File: config.mk
export PLATFORM = sky130hd
export DESIGN_NAME = mem_port_arbiter
export DESIGN_NICKNAME = d
export VERILOG_FILES = /design/src/rtl/mem_port_arbiter.sv
export SDC_FILE = /design/constraint.sdc
export NUM_CORES = 1
export LEC_CHECK = 0
export CAP_MARGIN = 20
export CORE_AREA = 2 2 210 212
export DETAILED_ROUTE_END_ITERATION = 10
export DIE_AREA = 0 0 212 214
export GPL_ROUTABILITY_DRIVEN = 0
export HOLD_SLACK_MARGIN = 0.03
export PLACE_DENSITY_LB_ADDON = 0.08
export SLEW_MARGIN = 30
export SYNTH_ARGS = -nofsm -noshare
export SYNTH_HDL_FRONTEND = slang
export SYNTH_SLANG_ARGS = --single-unit
export TNS_END_PERCENT = 50
File: constraint.sdc
create_clock -name clk -period 2.9 [get_ports clk]
set_input_delay 0.29 -clock clk [delete_from_list [all_inputs] [get_ports clk]]
set_output_delay 0.29 -clock clk [all_outputs]
set_load 0.1 [all_outputs]
File: src/rtl/mem_port_arbiter.sv
`default_nettype none
// ============================================================================
// Module   : mem_port_arbiter
// Brief    : Shares one single-port SRAM between the instruction-fetch and
//            load/store requesters. Optional perf counters: ARB_PERF_CNT_EN.
// Revision : 1.0 - initial release
// ============================================================================
module mem_port_arbiter #(
  parameter int ADDR_W     = 64,
  parameter int DATA_W     = 64,
  parameter int STARVE_MAX = 4
) (
  input  logic                clk,
  input  logic                rst_n,
  input  logic                inst_req,
  input  logic [ADDR_W-1:0]   inst_addr,
  output logic                inst_gnt,
  output logic                inst_rvalid,
  output logic [DATA_W-1:0]   inst_rdata,
  input  logic                data_req,
  input  logic [DATA_W/8-1:0] data_we,
  input  logic [ADDR_W-1:0]   data_addr,
  input  logic [DATA_W-1:0]   data_wdata,
  output logic                data_gnt,
  output logic                data_rvalid,
  output logic [DATA_W-1:0]   data_rdata,
  output logic                mem_en,
  output logic [DATA_W/8-1:0] mem_we,
  output logic [ADDR_W-1:0]   mem_addr,
  output logic [DATA_W-1:0]   mem_wdata,
  input  logic [DATA_W-1:0]   mem_rdata,
  output logic                stallreq
`ifdef ARB_PERF_CNT_EN
  ,
  output logic [63:0]         perf_inst_gnt,
  output logic [63:0]         perf_data_gnt,
  output logic [63:0]         perf_conflict
`endif
);

  localparam logic [3:0] c_starve_max = 4'(STARVE_MAX);
  localparam logic       c_owner_inst = 1'b0;
  localparam logic       c_owner_data = 1'b1;

  logic [3:0] r_starve_cnt;
  logic       r_rd_pend;
  logic       r_rd_owner;

  logic w_inst_gnt;
  logic w_data_gnt;
  logic w_data_rd;

  // Data wins unless the fetch side has waited out its starvation budget.
  assign w_inst_gnt = rst_n & inst_req & (~data_req | (r_starve_cnt == c_starve_max));
  assign w_data_gnt = rst_n & data_req & ~w_inst_gnt;
  assign w_data_rd  = (data_we == '0);

  assign inst_gnt  = w_inst_gnt;
  assign data_gnt  = w_data_gnt;
  assign mem_en    = w_inst_gnt | w_data_gnt;
  assign mem_we    = w_data_gnt ? data_we : '0;
  assign mem_wdata = w_data_gnt ? data_wdata : '0;
  assign mem_addr  = w_inst_gnt ? inst_addr : (w_data_gnt ? data_addr : '0);
  assign stallreq  = rst_n & ((inst_req & ~w_inst_gnt) | (data_req & ~w_data_gnt));

  assign inst_rvalid = r_rd_pend & (r_rd_owner == c_owner_inst);
  assign data_rvalid = r_rd_pend & (r_rd_owner == c_owner_data);
  assign inst_rdata  = inst_rvalid ? mem_rdata : '0;
  assign data_rdata  = data_rvalid ? mem_rdata : '0;

  always_ff @(posedge clk or negedge rst_n) begin
    if (!rst_n) begin
      r_starve_cnt <= '0;
      r_rd_pend    <= 1'b0;
      r_rd_owner   <= c_owner_inst;
    end else begin
      r_rd_pend  <= w_inst_gnt | (w_data_gnt & w_data_rd);
      r_rd_owner <= w_data_gnt ? c_owner_data : c_owner_inst;
      if (w_inst_gnt || !inst_req) begin
        r_starve_cnt <= '0;
      end else if (w_data_gnt && (r_starve_cnt != c_starve_max)) begin
        r_starve_cnt <= r_starve_cnt + 4'd1;
      end
    end
  end

`ifdef ARB_PERF_CNT_EN
  logic [63:0] r_perf_inst_gnt;
  logic [63:0] r_perf_data_gnt;
  logic [63:0] r_perf_conflict;

  always_ff @(posedge clk or negedge rst_n) begin
    if (!rst_n) begin
      r_perf_inst_gnt <= '0;
      r_perf_data_gnt <= '0;
      r_perf_conflict <= '0;
    end else begin
      if (w_inst_gnt)           r_perf_inst_gnt <= r_perf_inst_gnt + 64'd1;
      if (w_data_gnt)           r_perf_data_gnt <= r_perf_data_gnt + 64'd1;
      if (inst_req && data_req) r_perf_conflict <= r_perf_conflict + 64'd1;
    end
  end

  assign perf_inst_gnt = r_perf_inst_gnt;
  assign perf_data_gnt = r_perf_data_gnt;
  assign perf_conflict = r_perf_conflict;
`endif

endmodule
`default_nettype wire

==> Word level (Yosys, flattened, before mapping) <==
Cells that the tools add are included.
{ "word_totals": {"word_cells": 38, "ff_bits": 6, "output_inout_bits": 270} }
{ "classes": {"n_mux": 9, "bitwise_logic": 18, "reduce_logical": 5, "eq_ne": 2, "add_sub_neg": 1} }
{ "ops": {"columns": ["operator", "n"], "rows": [
  ["$mux 64", 5],
  ["$and 1x1->1", 10],
  ["$logic_not 8->1", 1],
  ["$mux 4", 2],
  ["$mux 8", 1],
  ["$add 4x1->4 const B", 1],
  ["$eq 4x3->1 const B", 1],
  ["$ne 4x3->1 const B", 1],
  ["$not 1->1", 4],
  ["$or 1x1->1", 4],
  ["$reduce_bool 2->1", 1],
  ["$logic_and 1x1->1", 1],
  ["$logic_not 1->1", 1],
  ["$logic_or 1x1->1", 1],
  ["$mux 1", 1]
]} }

==> Depth between registers and ports, before layout <==
{ "logic_depth": {"word_depth": 9, "depth_mapped": 7, "ltp_nobuf": 5} }

==> Worst setup path after synthesis <==
OpenSTA, ideal clock, no wires.
{ "synth_timing": {"path_kind": "reg2out", "start": "reg r_rd_owner", "end": "out inst_rdata[54]", "t_arrival_ns": 2.354, "stages_incl_launch_ff": 4, "path_slack_ns": 0.256, "cell_sequence": "dfrtp_1 -> nor2b_1 -> clkbuf_1 -> and2_1"} }
{ "synth_between": {"elab_chain_len": 3} }
{ "synth_lines": {"columns": ["element", "line_no", "source"], "rows": [
  ["from (decl)", "47", "logic r_rd_owner;"],
  ["from (signal assigned)", "75", "r_rd_owner <= c_owner_inst;"],
  ["from (signal assigned)", "78", "r_rd_owner <= w_data_gnt ? c_owner_data : c_owner_inst;"],
  ["$not 1->1", "66", "assign inst_rvalid = r_rd_pend & (r_rd_owner == c_owner_inst);"],
  ["$and 1x1->1", "66", null],
  ["net inst_rvalid", "18", "output logic inst_rvalid,"],
  ["$mux 64", "68", "assign inst_rdata = inst_rvalid ? mem_rdata : '0;"],
  ["to (decl)", "19", "output logic [DATA_W-1:0] inst_rdata,"]
]} }
The timed path passes the listed nets, and every way through them passes these cells.

==> Worst setup path after layout <==
{ "layout_timing": {"start": "reg r_starve_cnt[0]", "end": "out mem_addr[61]"} }
{ "layout_between": {"elab_chain_len": 7} }
{ "layout_lines": {"columns": ["element", "line_no", "source"], "rows": [
  ["from (decl)", "45", "logic [3:0] r_starve_cnt;"],
  ["from (signal assigned)", "82", "r_starve_cnt <= r_starve_cnt + 4'd1;"],
  ["$eq 4x3->1 (*)", "54", "assign w_inst_gnt = rst_n & inst_req & (~data_req | (r_starve_cnt == c_starve_max));"],
  ["$or 1x1->1 (*)", "54", null],
  ["$and 1x1->1 (*)", "54", null],
  ["$not 1->1", "55", "assign w_data_gnt = rst_n & data_req & ~w_inst_gnt;"],
  ["$and 1x1->1", "55", null],
  ["$mux 64", "63", "assign mem_addr = w_inst_gnt ? inst_addr : (w_data_gnt ? data_addr : '0);"],
  ["$mux 64 (*)", "63", null],
  ["to (decl)", "29", "output logic [ADDR_W-1:0] mem_addr,"]
]} }
Every way passes the cells marked *; elsewhere a longest branch is shown, timed or not.

==> run summary <==
Crit-path slowest cell: dfrtp_1
number of global-route vias before repair: 4951
gr usage total: 0.1056
Die Wd: 212 um
CP required: 2.61 ns
Hold-fix buffers, CTS: 0
I/O Buffers: 537
Post-Syn Instances: 348
Final nets: 1127
clk slew on worst S/H paths: 0.04 ns
CTS max path bufs: 2
die area: 45370 um2
number of CTS-inserted buffers: 3
violation count after the first detailed-route iteration: 98
Tcrit/Tclk final: 0.8654
Critical Path Source Type: register
Starting Density: 0.05745
Lkg Pwr: 0.004593 uW
core box area: 42890 um2
largest net degree at the start of global routing: 67
synthesis warning total: 0
Yosys top cell by area: and2_1
outcome: complete, no violations
Worst-Margin Slew: 0.6109 ns
synth top area cells: and2_1 (35%), a22o_1 (23%), and3_1 (16%), dfrtp_1 (6.1%), buf_6 (5.5%)
Hold WS: 0.4085 ns
Crit. End Element: primary output
Post-synth EDFFs: 0
layout cell share with drive strength beyond 1: 0.3388
TNS Setup: 0 ns
drc violations: 0
first-pass GRT wire length: 35330 um
Synth Net Count: 618
routed vias/inst: 3.194
Crit path max-delay family: buffers and inverters
CTS tree: built
final hold viol count: 0
Worst Hold Class: input pin to asynchronous set/reset pin
CP Class: register to primary output
via count: 4606
Post-CTS Setup Inserts: 0
CTS sink count: 6
count of unique library cells instantiated by Yosys: 28
Syn Area/Cell: 7.079 um2
max_slew headroom: 0.5927
post-route ant nets: 0
most frequent cells after synthesis: and2_1 (137), a22o_1 (64), and3_1 (64), clkbuf_1 (22), buf_6 (12)
reg2reg start: r_starve_cnt[0]
area delta synth->final: 355.7%
count leader, synth: and2_1
clk_lat worst skew: 0.23 ns
Worst EP arrival: 2.22 ns
First-pass DRT Iterations: 4
Routed wire per std cell: 17.70 um
Worst Path Max Fanout: 25
FF+latch area: 151.4 um2
Mapped Area: 2464 um2
Multi-input gate area: 2046 um2
PwrDens: 218.3 nW/um2
Final Slew Violations: 0
unrepaired setup endpoints after global routing: no
critical-path cell list: inv_1, ha_1, nand3b_2, o21ba_4, buf_4, a22o_1, buf_12
hpwl dp: 22320 um
die height: 214 um
CP peak stage delay: 0.37 ns
FFs w/ async S/R, synth: 1.000
CP Launch Point: r_starve_cnt[0]
fmax: 0.3985 GHz
total routed wirelength: 25520 um
FF+latch count, synth: 6
main flop type after synthesis: dfrtp_1
Synth top area share: 0.3479
CTS resizes: 0
fin crit period: 2.510 ns
final-layout fill cell count: 4508
antenna violations before repair: 1
H-tree depth: 1
I/O Pins: 538
clock skew: 0.0002403 ns
Seq/Total Area, Yosys: 0.06094
Setup Viol. Count Final: 0
peak supply drop: 0.1697 mV
GR Overflow Total: 0
Max Cap Violations: 0
row count: 76
critical path buffer and inverter count: 3
Clock Tree Root: clkbuf_16
## report_power, final
| group | internal, uW | switching [uW] |
|---|---|---|
| Sequential | 86.8 | 2.08 |
| Clock | 183 | 48.7 |
| Combinational | 881 | 1250 |
## sequential cells by signal (all words and copies together), names as in the netlist
name          count
r_rd_pend         1
r_starve_cnt      4
r_rd_owner        1
## routing by layer
metal  track usage  vias up  wire length, um
met5             0        -                8
met4      0.004930        2               46
met3       0.05439        4             3224
met2        0.2103      281            14110
met1       0.09831     2072             8133
li1              -     2247                -
## cells in the final DEF, fill, tap and decap left out, drive strengths merged, types with 3 or more instances in the layout
cell,count
a22o,64
and2,137
and3,64
buf,282
clkbuf,4
clkdlybuf4s50,267
dfrtp,6
inv,3
nand2,4
nand4b,3
nor4,3
## worst paths after layout
| check | cells after the start | to | slack (ns) |
|---|---|---|---|
| setup / recovery | 7 | mem_addr[61] | 0.39 |
| hold / removal | 2 | r_starve_cnt[2] | 0.41 |
| setup reg to reg | 5 | r_rd_owner | 1.23 |
| hold reg to reg | 2 | r_starve_cnt[1] | 0.61 |
| max in group asynchronous | 2 | r_rd_owner | 2.31 |
| min in group clk | 2 | r_starve_cnt[1] | 0.61 |
## worst reg2reg max path: stages, from the launching register on
cell and delay, ns:
dfrtp_1 0.37, inv_1 0.09, ha_1 0.23, nand3b_2 0.17, o21ba_4 0.34, buf_4 0.35
## cell type report
cell class                 instances  area share
multi-input combinational        294      0.1822
timing repair buffer             549      0.7309
sequential                         6     0.01348
inverter                           3    0.001003
antenna                            1   0.0002229
tap                              585     0.06520
clock buffer                       4    0.007021
## per-stage QoR
| step | area (um2) | power (uW) | worst slack [ns] | instances | util |
|---|---|---|---|---|---|
| after floorplan | 2464 | 1216 | 0.2560 | 348 | - |
| after global placement | 11150 | 2250 | 0.4931 | 1437 | 0.2599 |
| after detailed placement | 11150 | 2244 | 0.4784 | 1437 | 0.2599 |
| after CTS | 11220 | 2478 | 0.3650 | 1441 | 0.2617 |
| after global routing | 11220 | 2537 | 0.2539 | 1441 | 0.2617 |
| final | 11230 | 2451 | 0.3903 | 1442 | 0.2618 |
## cells by family after synthesis
kind of cell             share of synthesized area
AO/OA/AOI/OAI                               0.2565
adder cells (fa/ha/maj)                    0.01016
buffers and inverters                       0.1173
flip-flops                                 0.06094
AND/OR/NAND/NOR                             0.5551
(Power assumes the default switching activity.)
